[src/rtl/serdes_pkg.sv]
// Shared constants and state encoding for the 8b serial link: COMMA idle/sync
// character, preamble length and counter widths used by the transmitter and receiver.
package serdes_pkg;

   localparam logic [7:0] COMMA     = 8'hBC;
   localparam int         N_SYNC    = 4;
   localparam int         SYNC_W    = 3;
   localparam int         BIT_CNT_W = 3;

   typedef enum logic {
      PREAMBLE = 1'b0,
      RUN      = 1'b1
   } tx_state_t;

endpackage

[src/rtl/shift_reg_piso.sv]
// 8-bit parallel-in serial-out shift register, MSB first; load wins over shift.
// Serial output is the combinational MSB of the register, so the caller decides the output timing.
module shift_reg_piso #(
   parameter logic [7:0] RESET_VAL = 8'h00
) (
   input  logic       clk_8f,
   input  logic       reset,
   input  logic       load,
   input  logic       shift_en,
   input  logic [7:0] par_in,
   output logic       ser_out
);

   logic [7:0] q;

   always_ff @(posedge clk_8f) begin
      if (reset) begin
         q <= RESET_VAL;
      end else if (load) begin
         q <= par_in;
      end else if (shift_en) begin
         q <= {q[6:0], 1'b0};
      end
   end

   assign ser_out = q[7];

endmodule

[src/rtl/paralelo_serial_tx.sv]
// Byte-to-serial transmitter: COMMA preamble after reset, then hold-register bytes or COMMA fill,
// one bit per clk_8f with registered outputs; ready_out drops while the single hold entry is full.
import serdes_pkg::*;

module paralelo_serial_tx (
   input  logic       clk_8f,
   input  logic       reset,
   input  logic [7:0] data_in,
   input  logic       valid_in,
   output logic       ready_out,
   output logic       data_out,
   output logic       frame_start,
   output logic       valid_tx,
   output logic       sync_done
);

   tx_state_t            state;
   tx_state_t            state_nxt;
   logic [BIT_CNT_W-1:0] bit_cnt;
   logic [SYNC_W-1:0]    pre_cnt;
   logic                 hold_full;
   logic [7:0]           hold_dat;
   logic                 cur_data;

   logic                 frame_end;
   logic                 last_pre;
   logic                 data_ok;
   logic                 take_hold;
   logic [7:0]           next_frame;
   logic                 xfer;
   logic                 ser_bit;

   assign frame_end = (bit_cnt == '1);
   assign last_pre  = (pre_cnt == SYNC_W'(N_SYNC - 1));
   assign ready_out = ~hold_full;
   assign xfer      = valid_in & ready_out;

   always_ff @(posedge clk_8f) begin
      if (reset) begin
         state <= PREAMBLE;
      end else begin
         state <= state_nxt;
      end
   end

   always_comb begin
      state_nxt = state;
      if (state == PREAMBLE && frame_end && last_pre) begin
         state_nxt = RUN;
      end
   end

   // The frame after the last preamble COMMA may already carry data.
   always_comb begin
      data_ok    = (state == RUN) || last_pre;
      take_hold  = frame_end && data_ok && hold_full;
      next_frame = take_hold ? hold_dat : COMMA;
   end

   always_ff @(posedge clk_8f) begin
      if (reset) begin
         pre_cnt <= '0;
      end else if (state == PREAMBLE && frame_end) begin
         pre_cnt <= pre_cnt + SYNC_W'(1);
      end
   end

   always_ff @(posedge clk_8f) begin
      if (reset) begin
         bit_cnt     <= '0;
         hold_full   <= 1'b0;
         hold_dat    <= 8'h00;
         cur_data    <= 1'b0;
         data_out    <= 1'b0;
         frame_start <= 1'b0;
         valid_tx    <= 1'b0;
         sync_done   <= 1'b0;
      end else begin
         bit_cnt     <= bit_cnt + BIT_CNT_W'(1);
         data_out    <= ser_bit;
         frame_start <= (bit_cnt == '0);
         valid_tx    <= cur_data;
         sync_done   <= (state == RUN);
         if (frame_end) begin
            cur_data <= take_hold;
         end
         if (xfer) begin
            hold_full <= 1'b1;
            hold_dat  <= data_in;
         end else if (take_hold) begin
            hold_full <= 1'b0;
         end
      end
   end

   shift_reg_piso #(
      .RESET_VAL (COMMA)
   ) u_shift (
      .clk_8f   (clk_8f),
      .reset    (reset),
      .load     (frame_end),
      .shift_en (1'b1),
      .par_in   (next_frame),
      .ser_out  (ser_bit)
   );

endmodule
[config.mk]
export PLATFORM = sky130hd
export DESIGN_NAME = paralelo_serial_tx
export DESIGN_NICKNAME = d
export VERILOG_FILES = /design/src/rtl/serdes_pkg.sv /design/src/rtl/shift_reg_piso.sv /design/src/rtl/paralelo_serial_tx.sv
export SDC_FILE = /design/constraint.sdc
export NUM_CORES = 1
export LEC_CHECK = 0
export CORE_ASPECT_RATIO = 1.25
export CORE_MARGIN = 3
export CORE_UTILIZATION = 54
export CTS_CLUSTER_DIAMETER = 150
export DETAILED_ROUTE_END_ITERATION = 12
export GPL_TIMING_DRIVEN = 0
export MAX_ROUTING_LAYER = met4
export PLACE_DENSITY_LB_ADDON = 0.1
export SYNTH_ARGS = -nofsm -noshare
export SYNTH_HDL_FRONTEND = slang
export SYNTH_SLANG_ARGS = --single-unit
[constraint.sdc]
create_clock -name clk_8f -period 4.1 [get_ports clk_8f]
set_input_delay 0.82 -clock clk_8f [delete_from_list [all_inputs] [get_ports clk_8f]]
set_output_delay 0.82 -clock clk_8f [all_outputs]
set_load 0.05 [all_outputs]
==> metrics.txt <==
# TYPE chip_impl_metric gauge
chip_impl_info{name="yosys-top-cells-count",value="29 x sky130_fd_sc_hd__dfxtp_1, 15 x sky130_fd_sc_hd__nor2_1, 9 x sky130_fd_sc_hd__mux2i_1"} 1
chip_impl_metric{name="multi_input_gate_area_in_the_final_layout",unit="um^2"} 415.4
chip_impl_metric{name="area.sequential",unit="um^2"} 580.6
chip_impl_metric{name="final_cell_area",unit="mm^2"} 0.001260
chip_impl_metric{name="global_route.overflow_total",unit=""} 0
chip_impl_metric{name="synth.net_count",unit=""} 107
chip_impl_metric{name="post_synth_instance_area",unit="mm^2"} 0.001037
chip_impl_info{name="tritoncts",value="done"} 1
chip_impl_metric{name="placement.io_buffers",unit=""} 15
chip_impl_metric{name="gp_congestion",unit=""} 0.6910
chip_impl_metric{name="ys_seq_area_share",unit="%"} 55.97
chip_impl_metric{name="synth_cell_type_count",unit=""} 21
chip_impl_metric{name="report.power.total",unit="mW"} 0.5041
chip_impl_metric{name="gr-usage-all-layers",unit="%"} 16.60
chip_impl_metric{name="postSynth.asyncResetShare",unit="%"} 0
chip_impl_metric{name="transition_at_the_pin_with_the_smallest_max_transition_slack",unit="ns"} 0.4911
chip_impl_metric{name="yosysWarnings",unit=""} 0
chip_impl_metric{name="dr_total_vias",unit=""} 673
chip_impl_metric{name="drc_errors",unit=""} 0
chip_impl_metric{name="finalHoldWorstSlack",unit="ns"} 0.4413
chip_impl_metric{name="post-route-period-util",unit="%"} 59.50
chip_impl_metric{name="area_growth",unit="%"} 21.47
chip_impl_metric{name="finalCoreUtilization",unit="%"} 70.52
chip_impl_metric{name="detail_route.wirelength",unit="mm"} 1.592
chip_impl_metric{name="place.detailed.hpwl",unit="mm"} 1.166
chip_impl_info{name="dominantRegCellSynth",value="sky130_fd_sc_hd__dfxtp_1"} 1
chip_impl_metric{name="critPathMaxFanout",unit=""} 5
chip_impl_metric{name="detail-route-antenna-nets",unit=""} 0
chip_impl_metric{name="cts.reportedPaths.clkPinSlew",unit="ns"} 0.08
chip_impl_metric{name="detail_route.first_pass.iterations",unit=""} 4
chip_impl_metric{name="core_area",unit="mm^2"} 0.001787
chip_impl_metric{name="clk_path_buf_depth",unit=""} 2
chip_impl_metric{name="count_of_endpoints_failing_hold_in_the_final_timing_report",unit=""} 0
chip_impl_info{name="crit_slowest_cell",value="sky130_fd_sc_hd__clkdlybuf4s50_1"} 1
chip_impl_info{name="yosysMostFrequentCell",value="sky130_fd_sc_hd__dfxtp_1"} 1
chip_impl_metric{name="antenna_violations_before_repair",unit=""} 0
chip_impl_metric{name="final_max_slew_viol_count",unit=""} 0
chip_impl_metric{name="synth_edf_count",unit=""} 0
chip_impl_metric{name="post_cts.resized_instances",unit=""} 0
chip_impl_metric{name="initial_drc_count",unit=""} 8
chip_impl_metric{name="worst_skew_pair.late_latency",unit="ns"} 0.31
chip_impl_metric{name="syn_inst",unit=""} 91
chip_impl_info{name="outcome",value="finished, final reports clean"} 1
chip_impl_metric{name="initial_standard_cell_utilization_of_the_core",unit="%"} 58.05
chip_impl_metric{name="post-cts-setup-buffers",unit=""} 0
chip_impl_metric{name="worstPathArrival",unit="ns"} 1.62
chip_impl_metric{name="crit_path_max_incr_delay",unit="ns"} 0.82
chip_impl_info{name="worst_setup_path_start_kind",value="flop"} 1
chip_impl_metric{name="layout-drive-gt1-share",unit="%"} 10.53
chip_impl_metric{name="worst_clock_skew",unit="ns"} 0.003868
chip_impl_info{name="ys_top_cells_by_area",value="sky130_fd_sc_hd__dfxtp_1 56%, sky130_fd_sc_hd__mux2i_1 8.7%, sky130_fd_sc_hd__ha_1 6.0%"} 1
chip_impl_metric{name="boundaryPins",unit=""} 16
chip_impl_metric{name="synth.ff_latch_count",unit=""} 29
chip_impl_metric{name="via_count_of_the_first_global_routing_pass",unit=""} 673
chip_impl_metric{name="setup_total_negative_slack",unit="ns"} 0
chip_impl_metric{name="h_tree_levels",unit=""} 2
chip_impl_metric{name="avgRoutedWirePerCell",unit="um"} 11.97
chip_impl_info{name="unrepaired_setup_endpoints_after_global_routing",value="no"} 1
chip_impl_metric{name="syn_area_per_cell",unit="um^2"} 11.40
chip_impl_metric{name="critical_path_required",unit="ns"} 3.28
chip_impl_info{name="netlist.top_cell.by_area",value="sky130_fd_sc_hd__dfxtp_1"} 1
chip_impl_info{name="crit_chain",value="inv_1 -> clkdlybuf4s50_1"} 1
chip_impl_metric{name="rows",unit=""} 17
chip_impl_metric{name="antenna_cells",unit=""} 0
chip_impl_metric{name="powerDensity",unit="mW/mm^2"} 400.1
chip_impl_metric{name="via_per_inst",unit=""} 5.060
chip_impl_metric{name="pin_count_of_the_biggest_net_entering_global_routing",unit=""} 11
chip_impl_metric{name="slew_headroom",unit="%"} 67.16
chip_impl_metric{name="cts_num_sinks",unit=""} 29
chip_impl_metric{name="die_area",unit="mm^2"} 0.002486
chip_impl_metric{name="cts_buffers",unit=""} 5
chip_impl_metric{name="post-route-min-period",unit="ns"} 2.439
chip_impl_metric{name="p_leak",unit="nW"} 0.5315
chip_impl_metric{name="irDropWorstVdd",unit="uV"} 269.7
chip_impl_metric{name="placement.cell_area",unit="mm^2"} 0.001211
chip_impl_metric{name="die_h",unit="um"} 55
chip_impl_info{name="hp-class",value="flop to flop"} 1
chip_impl_metric{name="max_cap_viol_count",unit=""} 0
chip_impl_metric{name="finalSetupViolCount",unit=""} 0
chip_impl_metric{name="n_fill_cell",unit=""} 147
chip_impl_metric{name="floorplan.die.width",unit="um"} 45.20
chip_impl_info{name="type_of_the_setup_path_with_the_least_slack",value="flop to output port"} 1
chip_impl_info{name="setup.worst_path.end_class",value="output port"} 1
chip_impl_metric{name="finish.net_count",unit=""} 129
chip_impl_metric{name="cts.hold.buffers_added",unit=""} 0
chip_impl_metric{name="timing.fmax",unit="MHz"} 409.9
chip_impl_metric{name="grt_first_pass_wirelength",unit="mm"} 2.732
chip_impl_info{name="ctsRootBufferMaster",value="sky130_fd_sc_hd__clkbuf_4"} 1
chip_impl_metric{name="yosys.area.top_type_share",unit="%"} 55.97
==> power by group <==
part	internal (mW)	switching, mW	leakage, nW
Combinational	0.0269	0.0248	0.267
Sequential	0.294	0.00611	0.238
Clock	0.0682	0.0839	0.0265
==> state kept, by name, indices dropped and copies added, names as in the netlist, 3 cells and up <==
| signal | flops |
|---|---|
| hold_dat | 8 |
| u_shift.q | 8 |
| bit_cnt | 3 |
| pre_cnt | 3 |
==> path summary, 6_finish.rpt <==
| kind | slack, ns | start | endpoint | cells past startpoint |
|---|---|---|---|---|
| max | 1.66 | hold_full | ready_out | 2 |
| min reg2reg | 0.44 | bit_cnt[2] | frame_start | 1 |
| min | 0.44 | bit_cnt[2] | frame_start | 1 |
| max reg2reg | 2.68 | bit_cnt[0] | u_shift.q[5] | 4 |
==> worst max-delay path: cells and delay by family (launching register included) <==
kind                   cells  cell delay [ns]
DFF                        1             0.36
buffers and inverters      2             0.96
==> cell usage in the layout (no fill, tap or decap) <==
cell type	instances
sky130_fd_sc_hd__dfxtp_1	29
sky130_fd_sc_hd__nor2_1	15
sky130_fd_sc_hd__clkdlybuf4s50_1	15
sky130_fd_sc_hd__mux2i_1	9
sky130_fd_sc_hd__inv_1	5
sky130_fd_sc_hd__o22a_1	5
sky130_fd_sc_hd__nor2b_1	5
sky130_fd_sc_hd__ha_1	5
sky130_fd_sc_hd__clkbuf_4	5
sky130_fd_sc_hd__buf_4	3
sky130_fd_sc_hd__clkbuf_1	3
sky130_fd_sc_hd__a22o_1	2
sky130_fd_sc_hd__a211oi_1	2
sky130_fd_sc_hd__or2_1	1
sky130_fd_sc_hd__o21a_4	1
sky130_fd_sc_hd__nand3b_2	1
sky130_fd_sc_hd__nor3b_4	1
sky130_fd_sc_hd__and2b_2	1
sky130_fd_sc_hd__xnor2_1	1
sky130_fd_sc_hd__a21oi_1	1
sky130_fd_sc_hd__nor3b_1	1
sky130_fd_sc_hd__nand2b_1	1
sky130_fd_sc_hd__o21ai_0	1
sky130_fd_sc_hd__and2_1	1
==> area by class of cell <==
cell class                 instances  area share [%]
clock buffer                       8           3.873
sequential                        29           46.08
tap                               19           1.887
buffer                             3           1.787
inverter                           5           1.490
timing repair buffer              15           11.92
multi-input combinational         54           32.97
==> per-layer routing <==
metal	share of wire (%)	vias to the layer above	GRT usage, %
met1	42	307	17.53
met2	51	13	25.00
li1	-	351	-
met3	5.3	2	8.738
met4	1.1	0	8.780
met5	0	-	-
==> logic make-up after synthesis <==
logic type                 count (synthesis)  synth area share [%]
DFF                                       29                 55.97
and+or+nand+nor                           27                 14.72
AOI/OAI and AO/OA                         12                 9.769
muxes                                      9                 8.686
buffers and inverters                      8                 3.981
adders and majority gates                  5                 6.031
xor gates and xnor gates                   1                0.8445
==> metrics by stage <==
step	cells	setup slack (ns)
3_3_place_gp	125	2.008
2_1_floorplan	91	2.586
3_5_place_dp	125	1.997
6_report	133	1.661
4_1_cts	133	1.646
5_1_grt	133	1.586
No activity file was read; power rests on OpenSTA's default activity.
